===== config.mk =====
export PLATFORM = sky130hd
export DESIGN_NAME = microcode_sequencer
export DESIGN_NICKNAME = d
export VERILOG_FILES = /design/src/rtl/microcode_sequencer.sv
export SDC_FILE = /design/constraint.sdc
export NUM_CORES = 1
export LEC_CHECK = 0
export ABC_CLOCK_PERIOD_IN_PS = 1840
export CAP_MARGIN = 5
export CELL_PAD_IN_SITES_DETAIL_PLACEMENT = 1
export CELL_PAD_IN_SITES_GLOBAL_PLACEMENT = 1
export CORE_ASPECT_RATIO = 1.1
export CORE_MARGIN = 1
export CORE_UTILIZATION = 19
export CTS_CLUSTER_DIAMETER = 30
export DETAILED_ROUTE_END_ITERATION = 16
export PLACE_DENSITY_LB_ADDON = 0.12
export SETUP_SLACK_MARGIN = 0.2
export SYNTH_ARGS = -nofsm -noshare
export SYNTH_HDL_FRONTEND = slang
export SYNTH_SLANG_ARGS = --single-unit

===== constraint.sdc =====
create_clock -name i_clk -period 1.84 [get_ports i_clk]
set_input_delay 0.368 -clock i_clk [delete_from_list [all_inputs] [get_ports i_clk]]
set_output_delay 0.368 -clock i_clk [all_outputs]
set_load 0.1 [all_outputs]

===== src/rtl/microcode_sequencer.sv =====
// rtl/microcode_sequencer.sv - opcode fetch and microcode ROM stepping with memory req/ack arbitration
module microcode_sequencer #(
  parameter int CW_WIDTH  = 60,
  parameter int MAX_STEPS = 16
) (
  input  logic                i_clk,
  input  logic                i_reset,
  output logic                o_fetch_req,
  input  logic                i_fetch_ack,
  input  logic [7:0]          i_fetch_data,
  output logic [7:0]          o_rom_addr,
  input  logic [CW_WIDTH-1:0] i_rom_word,
  output logic [49:0]         o_ctrl_out,
  output logic                o_ctrl_valid,
  output logic                o_mem_req,
  input  logic                i_mem_ack,
  input  logic                i_stall,
  output logic [7:0]          o_cur_opcode,
  output logic                o_instr_done,
  output logic                o_step_err
);

  localparam int SW = (MAX_STEPS > 1) ? $clog2(MAX_STEPS) : 1;
  localparam logic [SW-1:0] STEP_LAST = SW'(MAX_STEPS - 1);

  typedef enum logic [1:0] {
    S_IDLE  = 2'd0,
    S_FETCH = 2'd1,
    S_EXEC  = 2'd2
  } state_t;

  state_t        r_state;
  logic [7:0]    r_uaddr;
  logic [SW-1:0] r_step;
  logic [7:0]    r_cur_opcode;
  logic          r_step_err;

  state_t        w_state_nxt;
  logic [7:0]    w_uaddr_nxt;
  logic [SW-1:0] w_step_nxt;
  logic [7:0]    w_opcode_nxt;
  logic          w_err_nxt;
  logic          w_fire;
  logic          w_done;
  logic          w_mem_req;
  logic          w_fetch_req;

  logic          w_cw_end;
  logic          w_cw_mem;
  logic [7:0]    w_cw_next;

  assign w_cw_end  = i_rom_word[59];
  assign w_cw_mem  = i_rom_word[58];
  assign w_cw_next = i_rom_word[57:50];

  always_ff @(posedge i_clk or posedge i_reset) begin
    if (i_reset) begin
      r_state      <= S_IDLE;
      r_uaddr      <= 8'h00;
      r_step       <= '0;
      r_cur_opcode <= 8'h00;
      r_step_err   <= 1'b0;
    end else begin
      r_state      <= w_state_nxt;
      r_uaddr      <= w_uaddr_nxt;
      r_step       <= w_step_nxt;
      r_cur_opcode <= w_opcode_nxt;
      r_step_err   <= w_err_nxt;
    end
  end

  always_comb begin
    w_state_nxt  = r_state;
    w_uaddr_nxt  = r_uaddr;
    w_step_nxt   = r_step;
    w_opcode_nxt = r_cur_opcode;
    w_err_nxt    = r_step_err;
    w_fire       = 1'b0;
    w_done       = 1'b0;
    w_mem_req    = 1'b0;
    w_fetch_req  = 1'b0;
    case (r_state)
      S_IDLE: begin
        w_state_nxt = S_FETCH;
      end
      S_FETCH: begin
        w_fetch_req = 1'b1;
        if (i_fetch_ack) begin
          w_opcode_nxt = i_fetch_data;
          w_uaddr_nxt  = i_fetch_data;
          w_step_nxt   = '0;
          w_state_nxt  = S_EXEC;
        end
      end
      S_EXEC: begin
        // mem_req is masked by stall so the memory side never completes a cycle we won't consume
        w_mem_req = w_cw_mem & ~i_stall;
        w_fire    = ~i_stall & (~w_cw_mem | i_mem_ack);
        if (w_fire) begin
          if (w_cw_end) begin
            w_done      = 1'b1;
            w_state_nxt = S_FETCH;
          end else begin
            w_uaddr_nxt = w_cw_next;
            if (r_step == STEP_LAST) begin
              w_err_nxt   = 1'b1;
              w_state_nxt = S_FETCH;
            end else begin
              w_step_nxt = r_step + 1'b1;
            end
          end
        end
      end
      default: begin
        w_state_nxt = S_IDLE;
      end
    endcase
  end

  assign o_fetch_req  = w_fetch_req;
  assign o_rom_addr   = r_uaddr;
  assign o_ctrl_out   = i_rom_word[49:0];
  assign o_ctrl_valid = w_fire;
  assign o_mem_req    = w_mem_req;
  assign o_cur_opcode = r_cur_opcode;
  assign o_instr_done = w_done;
  assign o_step_err   = r_step_err;

endmodule

==> metrics <==
via count slightly above 1000; Stages on worst setup path 5; start of the worst register-to-register path r_state[0]; clock-pin slew of the registers on the worst-case setup and hold paths ~0.090 ns; RSZ-0062 raised after global routing yes; total wire length after detailed routing 3.680 mm; CP Capture Type output pin; fraction of final layout cells sized beyond drive strength 1 0.5098; Worst Reg-to-Reg Cells 6; worst-path maximum fanout 3; ordered cell list for the critical path or3b_4 > buf_6 > nor2_4 > and2_4 > buf_12; fin worst setup slack -0.09149 ns; setup slack on the worst flop-to-flop path 0.06 ns; Bufs and invs on worst path 2; PwrDens 2060 mW/mm^2; maximum clock path buffer count 2; number of standard-cell rows in the floorplan 33; Crit path required time 1.47 ns; kind of path behind the tightest hold check input pin to asynchronous set/reset pin; die height 95.82 um; number of antenna cells inserted 0; data arrival time of the critical path 1.56 ns; failing checks negative setup slack; worst slew margin relative to its limit 0.7859; Die Width 87.29 um; Clock Root Buffer sky130_fd_sc_hd__clkbuf_8; Iter 0 DRT Violations 22; number of antenna violations at the first check in global routing 0; top post-synthesis cells by area sky130_fd_sc_hd__dfrtp_1, sky130_fd_sc_hd__buf_4, sky130_fd_sc_hd__mux2_2; global routing usage summed across all routing layers 0.08997; fraction of registers with async set or reset after synthesis 1.000; hold_buf cts 0; Max Cap Viol 0; result of the run finished with violations; DP Worst Slack -0.3988 ns; slowest cell on the critical path sky130_fd_sc_hd__dfrtp_1; area added between synthesis and finish 43.21%; first-pass GRT wire length approximately 5.9 mm; sequential element share of the synthesized area 0.3786; most frequently used cell type in the post-synthesis netlist sky130_fd_sc_hd__buf_4; CTS tree done; CTS sink cnt 23; final clock period utilization by the worst path 1.050; reg-to-reg endpoint r_step[2]; routability cong. between 0.7 and 0.8; number of iterations in the first detailed-routing pass 2; DRC viols 0; Hold Vio Cnt, Final 0; placeable core region 0.007597 sq mm; maximum number of pins on one net before global-route repair 24; synthesis-stage register bit count 23; I/O Pins 144; total setup violations reported at the end of the flow 3; Tightest Pin Transition 0.3212 ns; leakage power of the design 0.9310 nW; H-tree depth 1; clock latency on the worst-skew pair approximately 0.27 ns; Max Fclk 0.5177 GHz; number of vias per cell after detailed routing 3.961; Net count, final 228; Routed wire per std cell 14.26 um; number of routed nets with antenna violations 0; largest area contributor in the synthesized netlist sky130_fd_sc_hd__dfrtp_1; number of buffers inserted during clock tree synthesis 3; hold_ws 0.4486 ns; number of port buffers 43; Post-Syn Instances 141; average instance area after synthesis ~11 sq um; CP peak stage delay 0.39 ns; Synth Net Count around 220; top flip-flop cell by instance count after synthesis sky130_fd_sc_hd__dfrtp_1; family with the most delay on the worst path simple AND/OR/NAND/NOR gates; CP Class flip-flop to output pin; yosys synthesis warning count 0; Initial Utilization 0.2001; count of final max-slew check failures 0; total congestion overflow 0; placed wire-length estimate 2.913 mm; vias in the first global route between 1000 and 1500; synth cell count leaders sky130_fd_sc_hd__buf_4, sky130_fd_sc_hd__mux2_2, sky130_fd_sc_hd__dfrtp_1; count of flip-flops with a built-in enable after synthesis 0; kind of start point of the critical path flip-flop; DIE AREA 0.008363 sq mm; Netlist cell types 30; shortest period the worst path allows 1.931 ns; capture point of the worst path o_instr_done; Syn Std Cell Area ~0.0015 sq mm; Max VDD drop 0.0008141 V; Post-Route Skew 0.005212 ns; fraction of post-synthesis cell area in the top cell type by area 0.3786; start point of the critical path r_state[0]
## routing by layer
| layer | GRT usage | share of wire |
|---|---|---|
| met1 | 0.09511 | 0.36 |
| met4 | 0.04508 | 0.029 |
| met3 | 0.04031 | 0.13 |
| met5 | 0 | 0 |
| met2 | 0.1517 | 0.48 |
## registers in the layout, summed over array words and instances (netlist names)
register,flops
o_step_err,1
r_step,4
o_rom_addr,8
r_state,2
o_cur_opcode,8
## area by class of cell
cell class                 instances  area [sq um]
fill                             862          5420
timing repair buffer              63         809.5
multi-input combinational         59         599.3
sequential                        23         575.6
tap                              105         131.4
clock buffer                       3         41.29
inverter                           4         15.01
clock inverter                     1         5.005
## metrics by stage
stage | instances | utilization | TNS (ns) | power [mW] | cell area, sq um
global route | 258 | 0.2866 | -0.3632 | 4.675 | 2177
detailed placement | 250 | 0.2717 | -4.812 | 4.147 | 2064
floorplan | 141 | - | -0.6250 | 3.391 | 1562
CTS | 258 | 0.2859 | -0.4020 | 4.548 | 2172
global placement | 250 | 0.2717 | -4.650 | 4.137 | 2064
finish | 258 | 0.2866 | -0.1618 | 4.484 | 2177
## power by group
group          leakage (nW)  internal (mW)  switching, mW
sequential            0.281          0.729          0.236
combinational         0.624           1.30           1.90
clock                0.0255          0.151          0.172
total                 0.931           2.18           2.31
## cell usage in the layout (no fill, tap or decap), drive strengths merged, types with 2 or more instances in the layout
| cell | n |
|---|---|
| nand3 | 2 |
| nand2 | 4 |
| and2 | 2 |
| a21o | 2 |
| nor2b | 3 |
| mux2 | 24 |
| buf | 41 |
| nor2 | 2 |
| o41ai | 2 |
| clkbuf | 3 |
| inv | 4 |
| dfrtp | 23 |
| o31ai | 2 |
| mux2i | 2 |
| clkdlybuf4s50 | 21 |
## worst min-delay path by stage
stage	from	to	depth (start not counted)
4_1_cts	i_reset	o_cur_opcode[6]	3
3_5_place_dp	o_step_err	o_step_err	1
5_1_grt	i_reset	o_cur_opcode[1]	3
3_3_place_gp	o_step_err	o_step_err	1
2_1_floorplan	i_reset	o_cur_opcode[0]	1
6_report	i_reset	o_cur_opcode[2]	3
## timing repair
| item | 4_1_cts | 5_1_grt |
|---|---|---|
| resized for setup | 7 | 1 |
| buffers inserted | 4 | 0 |
| setup endpoints to repair | 15 | 16 |
| pin swaps | 5 | 5 |
## cells by family (layout without fill, tap and decap cells)
logic type | count (synthesis) | after routing | share of synthesized area
buf+inv | 59 | 71 | 0.2741
simple gates | 21 | 21 | 0.07984
flops | 23 | 23 | 0.3786
compound gates | 11 | 11 | 0.06832
fa+ha+maj | 1 | 1 | 0.008229
mux | 26 | 26 | 0.1909
## worst reg2reg max path, stage by stage, from the launching register on
cell                      delay [ns]
sky130_fd_sc_hd__dfrtp_1        0.39
sky130_fd_sc_hd__or3b_4         0.38
sky130_fd_sc_hd__buf_6          0.14
sky130_fd_sc_hd__buf_4          0.12
sky130_fd_sc_hd__buf_6          0.12
sky130_fd_sc_hd__o311a_1        0.29
sky130_fd_sc_hd__a211o_1        0.23
Power figures use the tool's default switching activity.
